==> src/rtl/uart_pkg.sv <==
// Shared types and helpers for the UART transmit path.
package uart_pkg;

   localparam int UART_DATA_BITS = 8;

   typedef enum logic [2:0] {
      IDLE,
      START,
      DATA,
      PARITY,
      STOP
   } tx_state_e;

   function automatic logic even_parity(input logic [7:0] data);
      return ^data;
   endfunction

endpackage

==> src/rtl/uart_transmitter_if.sv <==
// Byte push handshake between a producer (master) and the UART transmitter (slave).
interface uart_transmitter_if;
   import uart_pkg::*;

   logic [UART_DATA_BITS-1:0] tx_data;
   logic                      tx_valid;
   logic                      tx_ready;

   modport master (output tx_data, output tx_valid, input tx_ready);
   modport slave  (input tx_data, input tx_valid, output tx_ready);

endinterface

==> src/rtl/uart_tx_fifo.sv <==
// Power-of-two byte FIFO with occupancy count; the head entry is readable combinationally.
module uart_tx_fifo
   import uart_pkg::*;
#(
   parameter int DEPTH = 4
) (
   input  logic                      clk,
   input  logic                      rst,
   input  logic                      push,
   input  logic                      pop,
   input  logic [UART_DATA_BITS-1:0] din,
   output logic [UART_DATA_BITS-1:0] dout,
   output logic                      full,
   output logic                      empty,
   output logic [$clog2(DEPTH):0]    count
);
   localparam int AW = $clog2(DEPTH);
   localparam logic [AW:0] FULL_COUNT = (AW+1)'(DEPTH);

   logic [UART_DATA_BITS-1:0] mem [DEPTH];
   logic [AW-1:0]             wr_ptr;
   logic [AW-1:0]             rd_ptr;

   // Pointers wrap naturally because DEPTH is a power of two.
   always_ff @(posedge clk or negedge rst) begin
      if (!rst) begin
         wr_ptr <= '0;
         rd_ptr <= '0;
         count  <= '0;
      end else begin
         if (push) wr_ptr <= wr_ptr + AW'(1);
         if (pop)  rd_ptr <= rd_ptr + AW'(1);
         if (push && !pop)      count <= count + (AW+1)'(1);
         else if (pop && !push) count <= count - (AW+1)'(1);
      end
   end

   always_ff @(posedge clk) begin
      if (push) mem[wr_ptr] <= din;
   end

   assign dout  = mem[rd_ptr];
   assign full  = (count == FULL_COUNT);
   assign empty = (count == '0);

endmodule

==> src/rtl/uart_transmitter.sv <==
// UART transmit path: FIFO-buffered bytes serialised LSB-first with start/stop framing.
// Define UART_TX_PARITY_EN to insert an even parity bit between the data and stop bits.
module uart_transmitter
   import uart_pkg::*;
#(
   parameter int CLKS_PER_BIT = 16,
   parameter int FIFO_DEPTH   = 4,
   parameter int STOP_BITS    = 1
) (
   input  logic                        clk,
   input  logic                        rst,
   uart_transmitter_if.slave           bus,
   output logic                        tx,
   output logic                        busy,
   output logic [$clog2(FIFO_DEPTH):0] fifo_count
);
   localparam int CNT_W = (CLKS_PER_BIT > 1) ? $clog2(CLKS_PER_BIT) : 1;
   localparam logic [CNT_W-1:0] CNT_LAST      = CNT_W'(CLKS_PER_BIT - 1);
   localparam logic [2:0]       LAST_DATA_BIT = 3'(UART_DATA_BITS - 1);
   localparam logic             STOP_LAST     = 1'(STOP_BITS - 1);

   tx_state_e                 state, state_next;
   logic [CNT_W-1:0]          baud_cnt, baud_cnt_next;
   logic [2:0]                bit_idx, bit_idx_next;
   logic                      stop_idx, stop_idx_next;
   logic [UART_DATA_BITS-1:0] shift_reg, shift_reg_next;
   logic                      tx_next;
   logic                      bit_done;
   logic                      fifo_push, fifo_pop, fifo_full, fifo_empty;
   logic [UART_DATA_BITS-1:0] fifo_head;
`ifdef UART_TX_PARITY_EN
   logic                      par_bit, par_bit_next;
`endif

   assign fifo_push    = bus.tx_valid && bus.tx_ready;
   assign bus.tx_ready = !fifo_full;
   assign busy         = (state != IDLE) || (fifo_count != '0);
   assign bit_done     = (baud_cnt == CNT_LAST);

   uart_tx_fifo #(.DEPTH(FIFO_DEPTH)) u_fifo (
      .clk   (clk),
      .rst   (rst),
      .push  (fifo_push),
      .pop   (fifo_pop),
      .din   (bus.tx_data),
      .dout  (fifo_head),
      .full  (fifo_full),
      .empty (fifo_empty),
      .count (fifo_count)
   );

   // tx is registered from tx_next, so the line lags the FSM state by one cycle.
   always_ff @(posedge clk or negedge rst) begin
      if (!rst) begin
         state     <= IDLE;
         baud_cnt  <= '0;
         bit_idx   <= '0;
         stop_idx  <= 1'b0;
         shift_reg <= '0;
         tx        <= 1'b1;
`ifdef UART_TX_PARITY_EN
         par_bit   <= 1'b0;
`endif
      end else begin
         state     <= state_next;
         baud_cnt  <= baud_cnt_next;
         bit_idx   <= bit_idx_next;
         stop_idx  <= stop_idx_next;
         shift_reg <= shift_reg_next;
         tx        <= tx_next;
`ifdef UART_TX_PARITY_EN
         par_bit   <= par_bit_next;
`endif
      end
   end

   always_comb begin
      state_next     = state;
      baud_cnt_next  = bit_done ? '0 : baud_cnt + CNT_W'(1);
      bit_idx_next   = bit_idx;
      stop_idx_next  = stop_idx;
      shift_reg_next = shift_reg;
      fifo_pop       = 1'b0;
      tx_next        = 1'b1;
`ifdef UART_TX_PARITY_EN
      par_bit_next   = par_bit;
`endif

      case (state)
         IDLE: begin
            baud_cnt_next = '0;
            if (!fifo_empty) begin
               fifo_pop       = 1'b1;
               shift_reg_next = fifo_head;
               state_next     = START;
`ifdef UART_TX_PARITY_EN
               par_bit_next   = even_parity(fifo_head);
`endif
            end
         end
         START: begin
            tx_next = 1'b0;
            if (bit_done) begin
               state_next   = DATA;
               bit_idx_next = '0;
            end
         end
         DATA: begin
            tx_next = shift_reg[0];
            if (bit_done) begin
               shift_reg_next = shift_reg >> 1;
               bit_idx_next   = bit_idx + 3'd1;
               stop_idx_next  = 1'b0;
               if (bit_idx == LAST_DATA_BIT) begin
`ifdef UART_TX_PARITY_EN
                  state_next = PARITY;
`else
                  state_next = STOP;
`endif
               end
            end
         end
`ifdef UART_TX_PARITY_EN
         PARITY: begin
            tx_next = par_bit;
            if (bit_done) begin
               state_next    = STOP;
               stop_idx_next = 1'b0;
            end
         end
`endif
         STOP: begin
            tx_next = 1'b1;
            if (bit_done) begin
               if (stop_idx != STOP_LAST) begin
                  stop_idx_next = stop_idx + 1'b1;
               end else if (!fifo_empty) begin
                  // Chain straight into the next frame with no idle gap.
                  fifo_pop       = 1'b1;
                  shift_reg_next = fifo_head;
                  state_next     = START;
`ifdef UART_TX_PARITY_EN
                  par_bit_next   = even_parity(fifo_head);
`endif
               end else begin
                  state_next = IDLE;
               end
            end
         end
         default: state_next = IDLE;
      endcase
   end

endmodule

==> src/flat_wrapper.sv <==
// flat-port wrapper written by rule: the top's interface ports become plain ports
module uart_transmitter_flat import uart_pkg::*;
#(
   parameter int CLKS_PER_BIT = 16,
   parameter int FIFO_DEPTH   = 4,
   parameter int STOP_BITS    = 1
)
  (clk, rst, tx, busy, fifo_count, bus_tx_data, bus_tx_valid, bus_tx_ready);
  uart_transmitter_if bus_i ();
  input  logic clk;
  input  logic rst;
  output logic tx;
  output logic busy;
  output logic [$clog2(FIFO_DEPTH):0] fifo_count;
  input wire logic [$bits(bus_i.tx_data)-1:0] bus_tx_data;
  input wire logic [$bits(bus_i.tx_valid)-1:0] bus_tx_valid;
  output wire logic [$bits(bus_i.tx_ready)-1:0] bus_tx_ready;
  assign bus_i.tx_data = bus_tx_data;
  assign bus_i.tx_valid = bus_tx_valid;
  assign bus_tx_ready = bus_i.tx_ready;
  uart_transmitter #(.CLKS_PER_BIT(CLKS_PER_BIT), .FIFO_DEPTH(FIFO_DEPTH), .STOP_BITS(STOP_BITS)) u_core (.clk(clk), .rst(rst), .bus(bus_i), .tx(tx), .busy(busy), .fifo_count(fifo_count));
endmodule
==> config.mk <==
export PLATFORM = sky130hd
export DESIGN_NAME = uart_transmitter_flat
export DESIGN_NICKNAME = d
export VERILOG_FILES = /design/src/rtl/uart_pkg.sv /design/src/rtl/uart_transmitter_if.sv /design/src/rtl/uart_tx_fifo.sv /design/src/rtl/uart_transmitter.sv /design/src/flat_wrapper.sv
export SDC_FILE = /design/constraint.sdc
export NUM_CORES = 1
export LEC_CHECK = 0
export ABC_AREA = 1
export BUFFER_PORTS_ARGS = -buffer_cell sky130_fd_sc_hd__buf_4
export CAP_MARGIN = 30
export CORE_MARGIN = 2
export CORE_UTILIZATION = 30
export DETAILED_ROUTE_END_ITERATION = 8
export PLACE_DENSITY = 0.55
export SLEW_MARGIN = 10
export SYNTH_ARGS = -nofsm -noshare
export SYNTH_HDL_FRONTEND = slang
export SYNTH_HIERARCHICAL = 1
export SYNTH_SLANG_ARGS = --single-unit
==> constraint.sdc <==
create_clock -name clk -period 2 [get_ports clk]
set_clock_uncertainty 0.1 [all_clocks]
set_input_delay 0.1 -clock clk [delete_from_list [all_inputs] [get_ports clk]]
set_output_delay 0.1 -clock clk [all_outputs]
set_load 0.05 [all_outputs]
# [Word-level counts from Yosys, hierarchy flattened]
# Memory sizes are Yosys's and may differ from the RTL's.
# Cells that the tools add are included.
[word_totals] elab_cells=79 ramBits=32 mem_count=1 in_bits=11 reg_bits=27 output_inout_bits=6
[op_classes] muxes=31 eq_ne=12 n_reduce_logical=19 n_addsub=7
[mem_list] memory="u_core.u_fifo.mem" words=4 word_bits=8 rd=1 rd_clocked_by_memory_dff=0 write_ports=1 line="uart_tx_fifo.sv:20" text="logic [UART_DATA_BITS-1:0] mem [DEPTH];"
[ops] operator="two-way mux 8 bit" n=4
[ops] operator="two-way mux 3 bit" n=10
[ops] operator="case mux 8 bit (3 select lines)" n=1
[ops] operator="case mux 3 bit (4 select lines)" n=1
[ops] operator="== test 3 bit, second input constant" n=3
[ops] operator="two-way mux 1 bit" n=9
[ops] operator="nonzero test 3 bit" n=3
[ops] operator="two-way mux 4 bit" n=2
[ops] operator="!= test 2 x 1 -> 1 bit, second input constant" n=4
[ops] operator="adder 3 x 1 -> 3 bit, second input constant" n=2
[ops] operator="zero test 3 bit" n=2
[ops] operator="case mux 1 bit (2 select lines)" n=3
[ops] operator="case mux 3 bit (2 select lines)" n=1
[ops] operator="AND reduction 3 bit" n=2
[ops] operator="AND reduction 6 bit" n=1
[ops] operator="nonzero test 2 bit" n=3
[ops] operator="adder 2 x 1 -> 2 bit, second input constant" n=2
[ops] operator="adder 4 x 1 -> 4 bit, second input constant" n=1
[ops] operator="== test 4 bit, second input constant" n=1
[ops] operator="!= test 2 bit, second input constant" n=2
[ops] operator="AND reduction 4 bit" n=1
[ops] operator="== test 3 x 1 -> 1 bit, second input constant" n=1
[ops] operator="== test 3 x 2 -> 1 bit, second input constant" n=1
[ops] operator="logical AND 1 bit" n=3
[ops] operator="4 further kinds" n=6

# [Logic depth before layout (Yosys ltp)]
# Gate-level depths: netlist of the first run.
[depth] word_depth=8 ltp_mapped=14 depth_no_buf=14

# [Modules after synthesis]
# The synthesis of the first run kept the hierarchy.
[by_module_without_submodules] module="uart_tx_fifo" seq_area_each_um2=1136.1 area_each_um2=1704.1 instances=1 cells_per_inst=141
[by_module_without_submodules] module="uart_transmitter" seq_area_each_um2=476.7 area_each_um2=1027.2 instances=1 cells_per_inst=134

# [Worst setup path after synthesis of the first run]
# OpenSTA, ideal clock, no wires.
[synth_path] path_type="reg2reg" startpoint="register u_core.u_fifo.count[0]" endpoint="register u_core.u_fifo.count[1]" path_stages_with_launch=11 period_less_slack_ns=2.222 required_time_ns=1.782 arrival_ns=2.004 setup_time_ns=0.118 n_path_buf=0 setup_slack_ns=-0.222 path_cell_list="dfrtp_1 nor3_1 inv_1 nand2_1 nor2_1 inv_1 ha_1 inv_1 fa_1 nand2_1 nand2_1"
[synth_between] elab_chain_cells=8 elab_cells_between_ends=17 cone_classes="add/sub: 2; eq/ne: 1; mux: 6; reduce/logical: 8"
[synth_lines] element="start, declared" line="uart_tx_fifo.sv:15" text="output logic [$clog2(DEPTH):0] count"
[synth_lines] element="start signal, assigned" line="uart_tx_fifo.sv:33" text="if (push && !pop) count <= count + (AW+1)'(1);"
[synth_lines] element="start signal, assigned" line="uart_tx_fifo.sv:34" text="else if (pop && !push) count <= count - (AW+1)'(1);"
[synth_lines] element="zero test 3 bit (*)" line="uart_tx_fifo.sv:44" text="assign empty = (count == '0);"
[synth_lines] element="via u_core.fifo_empty" line="uart_transmitter.sv:29" text="logic fifo_push, fifo_pop, fifo_full, fifo_empty;"
[synth_lines] element="two-way mux 1 bit (*)" line="uart_transmitter.sv:92, uart_transmitter.sv:137"
[synth_lines] element="two-way mux 1 bit" line="uart_transmitter.sv:135" text="if (stop_idx != STOP_LAST) begin"
[synth_lines] element="two-way mux 1 bit" line="uart_transmitter.sv:134" text="if (bit_done) begin"
[synth_lines] element="case mux 1 bit (2 select lines) (*)" line="uart_transmitter.sv:89" text="case (state)"
[synth_lines] element="via u_core.fifo_pop" line="uart_transmitter.sv:29"
[synth_lines] element="zero test 1 bit" line="uart_tx_fifo.sv:33"
[synth_lines] element="logical AND 1 bit" line="uart_tx_fifo.sv:33"
[synth_lines] element="two-way mux 3 bit / nonzero test 2 bit (equally long branches)"
# Mark *: on every way through the listed nets, which the timed path passes. The rest lies on a longest branch. The select of a mux whose other input is x is not followed.
# A chain may end at the register's enable or synchronous reset.

# [Final worst setup path of the first run]
[layout_path] startpoint="register u_core.u_fifo.count[0]" endpoint="register u_core.u_fifo.count[2]"
# Same word-level chain as after synthesis.

==> flow_metrics.tcl, run 1 <==
set metrics [dict create \
    worst_setup_path_end_kind "flip-flop" \
    status "complete, no violations" \
    synth_common_cells "nand2_1 (99), inv_1 (38), edfxtp_1 (32)" \
    nFillCells 880 \
    synth_nets 295 \
    yosysUniqueCellTypes 31 \
    start_kind "flip-flop" \
    drt_drc_violations_left 0 \
    row_count 34 \
    crit_slowest_cell "dfrtp_2" \
    synthFlopType "edfxtp_1" \
    ir_drop_mv 0.6762 \
    finalSetupViolCount 0 \
    yosys.area.top_type "edfxtp_1" \
    stdcell_count 429 \
    final.setup.worst_slack_ns 0.07738 \
    switching_share_pct 40.22 \
    critPathTopFamily "simple AND/OR/NAND/NOR gates" \
    power_frac_comb_pct 44.1 \
    drive_above_1_share_pct 23.68 \
    rsz0062_at_grt "true" \
    power.switching_w 0.002085 \
    synth_top_family_by_area "simple AND/OR/NAND/NOR gates" \
    insertion_delay_ns 0.34 \
    place_ws_ns 0.01981 \
    die_area_um2 9883 \
    portBuffers 16 \
    max_freq_ghz 0.5201 \
    required_ns 2.13 \
    critPathMaxStageDelay_ns 0.45 \
    antenna_found_initial 0 \
    cts_inserted_buffers 9 \
    synth_edf_count 32 \
    critPathKind "reg -> reg" \
    power_frac_seq_pct 36.3 \
    areaGrowthSynthToFinish_pct 22.22 \
    die_x_um 99.42 \
    leakage_nw 1.565 \
    grt_max_degree 35 \
    syn_area_um2 2731 \
    cap_viol_max_count 0 \
    fin_tns_setup_ns 0 \
    root_buffer "clkbuf_8" \
    antenna_cells 0 \
    path_cells "nor3_4 > inv_1 > nand2_2 > nor2_4 > inv_2 > ha_4 > inv_4 > fa_2 > inv_2 > nand2_2 > nand4_1 > nand2_1" \
    grt_pass1_wl_um 8307 \
    dp.cells 397 \
    dieHeight_um 99.42 \
    synth-simple-area-share_pct 20.29 \
    synth_most_common_cell "nand2_1" \
    yosys_warnings 6 \
    yosys-top-cells-area "edfxtp_1 (35%), dfrtp_1 (23%), nand2_1 (14%)" \
    syn_inst 275 \
    globalplace.congestion 0.7482 \
    synth_compound_area_share_pct 5.818 \
    hold_violations 0 \
    tightest_slew_ns 0.4105 \
    p_per_area_nw_per_um2 1553 \
    synth_fa_ha_area_share_pct 4.398 \
    dr_total_vias 1855 \
    avgViaCountPerCell 4.324 \
    path_clk_slew_ns 0.07 \
    power.share.clock_pct 19.7 \
    initial_core_util_pct 31.17 \
    holdCritPathClass "in -> async" \
    cts_htree_levels 3 \
    largest_reg_flops 32 \
    first_pass_iters 4 \
    antenna_left 0 \
    cts_buffer_depth 2 \
    synth.area.mux_share_pct 0 \
    grt_usage_pct 11.01 \
    internal_power_w 0.003099 \
    ys_seq_area_share_pct 59.05 \
    synth-async-reset-ratio_pct 44.83 \
    syn_avg_cell_area_um2 9.932 \
    wirelength_um 4839 \
    report.final.slew_viol_count 0 \
    ios 17 \
    cts.sinks 58 \
    crit_buf_inv 4 \
    synth-xor-area-share_pct 1.603 \
    grt_overflow 0 \
    nets 336 \
    drt-initial-drc-count 71 \
    grt_pass1_vias 1823 \
    slew_headroom_pct 72.60 \
    dp_hpwl_um 3185 \
    core_um2 8763 \
    cp_data_arrival_time_ns 2.05 \
    synth_seq_cells 58 \
    crit_fanout 6 \
    min_period_over_period_pct 96.13 \
    wl_per_cell_um 11.28 \
    final.min_clock_period_ns 1.923 \
    cts_tree "yes" \
    synth.top_cell.area_share_pct 35.18 \
]
## final cells by class
class / count / area [µm²] / share of cell area (%)
Clock buffer: 9 / 123.9 / 3.711
Clock inverter: 7 / 60.06 / 1.799
Inverter: 43 / 166.4 / 4.985
Multi-Input combinational cell: 166 / 928.4 / 27.81
Sequential cell: 58 / 1617 / 48.43
Tap cell: 108 / 135.1 / 4.048
Timing Repair Buffer: 38 / 307.8 / 9.220
## through the flow
step	cell area [µm²]	utilization [%]	hold slack, ns	total power (W)
2_1_floorplan	2743	-	-0.2956	0.003542
3_3_place_gp	2965	33.84	-0.06445	0.003938
3_5_place_dp	2965	33.84	-0.06350	0.003980
4_1_cts	3239	36.96	0.1225	0.005031
5_1_grt	3338	38.09	0.1513	0.005653
6_report	3338	38.09	0.1213	0.005185
## cell usage in the layout (no fill, tap or decap), types with 2 or more instances in the layout
cell           count
ha_1               6
nor2_2             3
clkinv_2           3
o21ai_1            2
dfrtp_1           22
clkinv_1           3
edfxtp_1          32
nand3_2            2
nand2_4            3
nor2_1             6
inv_1             34
clkbuf_8           9
dfrtp_2            3
nand3_1            8
inv_2              6
inv_4              2
o211ai_1          15
dlygate4sd3_1      9
buf_4             29
nor3_1             2
xor2_1             4
nand2_2            6
nor2_4             2
nand2_1           96
## layer usage
layer  vias up  track usage, %  share of wire [%]
met3        11           2.811                3.1
met1       861           14.04                 48
met2        23           16.84                 47
met4         0           6.639                2.6
li1        960               -                  -
met5         -               0                  0
## repair_timing
action	4_1_cts	5_1_grt
setup endpoints to repair	0	2
buffers inserted	0	7
gates resized for setup	0	16
endpoints found under the hold margin	58	0
hold buffers	9	0
## power by group through the flow
stage	clock network, W	logic, W	registers, W
CTS	0.00105	0.00210	0.00189
floorplan	0	0.00155	0.00199
global route	0.00111	0.00262	0.00193
global placement	0	0.00204	0.00190
detailed placement	0	0.00207	0.00191
finish	0.00102	0.00228	0.00188
## path summary, 6_finish.rpt
kind                                                    start                             endpoint  slack (ns)  depth (start not counted)
setup / recovery           u_core/u_fifo/count[0]$_DFFE_PN0P_   u_core/u_fifo/count[2]$_DFFE_PN0P_        0.08                         12
hold / removal                                            rst         u_core/baud_cnt[0]$_DFF_PN0_        0.12                          2
setup reg to reg           u_core/u_fifo/count[0]$_DFFE_PN0P_   u_core/u_fifo/count[2]$_DFFE_PN0P_        0.08                         12
hold reg to reg               u_core/shift_reg[4]$_DFFE_PN0P_      u_core/shift_reg[4]$_DFFE_PN0P_        0.38                          2
max in group asynchronous                                 rst                  u_core/tx$_DFF_PN1_        1.37                          2
min in group clk                                 bus_tx_valid  u_core/u_fifo/wr_ptr[1]$_DFFE_PN0P_        0.17                          6
## cell families (layout without fill, tap and decap cells)
group           count (synthesis)  in the layout
compound gates                 22             22
simple gates                  130            130
fa+ha+maj                       9              9
xor+xnor                        5              5
flops                          58             58
buf+inv                        51             97
Power figures use the tool's default switching activity.
==> run 2: changes to the inputs <==
CORE_UTILIZATION = 29   (was 30)
GPL_TIMING_DRIVEN = 0   (was not set)
PLACE_DENSITY = 0.54   (was 0.55)
==> flow_metrics.tcl, run 2 (synthesis results as in run 1) <==
set metrics [dict create \
    status "complete, no violations" \
    place_ws_ns -0.2301 \
    layout_common_cells "nand2_1 (97), edfxtp_1 (32), inv_1 (29)" \
    dp_hpwl_um 3294 \
    avgViaCountPerCell 4.255 \
    cts.sinks 58 \
    path_clk_slew_ns 0.07 \
    cts_inserted_buffers 9 \
    stdcell_count 439 \
    max_freq_ghz 0.5158 \
    dieHeight_um 101.1 \
    drive_above_1_share_pct 26.52 \
    p_per_area_nw_per_um2 1580 \
    grt_max_degree 27 \
    report.final.slew_viol_count 0 \
    cp_data_arrival_time_ns 2.06 \
    grt_pass1_wl_um 8618 \
    grt_overflow 0 \
    root_buffer "clkbuf_8" \
    drt-initial-drc-count 93 \
    worst_setup_path_end_kind "flip-flop" \
    tightest_slew_ns 0.3501 \
    globalplace.congestion 0.7401 \
    holdCritPathClass "in -> async" \
    ir_drop_mv 0.6267 \
    reg2reg_from "u_core/baud_cnt[1]$_DFF_PN0_" \
    place_area_um2 3002 \
    drt_drc_violations_left 0 \
    reg2regPathDepth 13 \
    grt_usage_pct 10.80 \
    dr_total_vias 1868 \
    fin_tns_setup_ns 0 \
    hold_violations 0 \
    die_x_um 101.1 \
    insertion_delay_ns 0.33 \
    final_area_um2 3488 \
    initial_core_util_pct 29.70 \
    critPathKind "reg -> reg" \
    final.min_clock_period_ns 1.939 \
    reg2reg_slack_ns 0.06 \
    r2r_end "u_core/u_fifo/count[2]$_DFFE_PN0P_" \
    nets 343 \
    cts_buffer_depth 2 \
    wirelength_um 5020 \
    ios 17 \
    dp.cells 402 \
    leakage_nw 1.587 \
    rsz0062_at_grt "true" \
    wl_per_cell_um 11.44 \
    largest_reg_flops 32 \
    antenna_found_initial 0 \
    antenna_left 0 \
    row_count 35 \
    slew_headroom_pct 76.66 \
    cap_viol_max_count 0 \
    final.setup.worst_slack_ns 0.06127 \
    antenna_cells 0 \
    first_pass_iters 4 \
    start_kind "flip-flop" \
    final_common_cell "nand2_1" \
    finalSetupViolCount 0 \
    die_area_um2 10210 \
    areaGrowthSynthToFinish_pct 27.71 \
    portBuffers 16 \
    min_period_over_period_pct 96.94 \
    power_w 0.005512 \
    cts_tree "yes" \
    crit_fanout 2 \
    cts_htree_levels 3 \
    required_ns 2.13 \
    grt_pass1_vias 1866 \
    core_um2 9196 \
]
[run 2: cell count changes in the layout (fill, tap and decap cells not counted), sizes merged]
cell and change:
buf +6, clkinv -4, clkbuf +5, clkinvlp +4
inv -4
[run 2: worst max path at each step]
stage,startpoint,to,slack [ns],cells past startpoint
6_report,u_core/baud_cnt[1]$_DFF_PN0_,u_core/u_fifo/count[2]$_DFFE_PN0P_,0.06,13
3_3_place_gp,u_core/baud_cnt[0]$_DFF_PN0_,u_core/u_fifo/count[1]$_DFFE_PN0P_,-0.21,11
2_1_floorplan,u_core/u_fifo/count[1]$_DFFE_PN0P_,u_core/u_fifo/count[1]$_DFFE_PN0P_,-0.02,10
3_5_place_dp,u_core/baud_cnt[0]$_DFF_PN0_,u_core/u_fifo/count[1]$_DFFE_PN0P_,-0.23,11
5_1_grt,u_core/u_fifo/count[2]$_DFFE_PN0P_,u_core/u_fifo/count[2]$_DFFE_PN0P_,-0.09,12
4_1_cts,u_core/u_fifo/count[1]$_DFFE_PN0P_,u_core/u_fifo/count[1]$_DFFE_PN0P_,0.03,8
[run 2: layer usage]
metal / track usage [%] / wire length (µm) / up-vias
li1: - / - / 966
met1: 13.91 / 2389 / 873
met2: 17.17 / 2395 / 19
met3: 2.982 / 149 / 10
met4: 4.366 / 85 / 0
met5: 0 / 0 / -
[run 2: stage by stage]
stage	utilization (%)	hold WS, ns
after floorplan	-	-0.2956
after global placement	32.64	-0.06344
after detailed placement	32.64	-0.05958
after CTS	36.99	0.1270
after global routing	37.93	0.1385
final	37.93	0.1158
[run 2: final cells by class]
type                            count  area [µm²]
Buffer                              8       77.57
Clock buffer                       13       181.4
Clock inverter                      3       42.54
Fill cell                         905        5708
Inverter                           43       181.4
Multi-Input combinational cell    166       945.9
Sequential cell                    58        1617
Tap cell                          111       138.9
Timing Repair Buffer               37       304.0
[run 2: what timing repair did]
action / CTS / global route
hold buffers: 9 / 0
setup endpoints to repair: 2 / 2
gates resized for setup: 6 / 17
buffers inserted: 7 / 5
pin swaps: 2 / 8
hold endpoints to repair: 58 / 0
[run 2: power breakdown]
group | switching [W] | total [W] | internal (W)
Clock | 0.000451 | 0.00118 | 0.000726
Sequential | 0.000215 | 0.00187 | 0.00166
Combinational | 0.00147 | 0.00246 | 0.000989
[run 2: critical path, cell delays in order (launching register included)]
cell and delay, ns:
dfrtp_1 0.42, ha_4 0.18, nand3_4 0.06, nand2_1 0.07
inv_2 0.08, nor2_4 0.04, inv_2 0.06, ha_4 0.14
inv_4 0.04, fa_2 0.37, inv_2 0.05, nand2_1 0.07
nand4_1 0.09, nand2_1 0.06
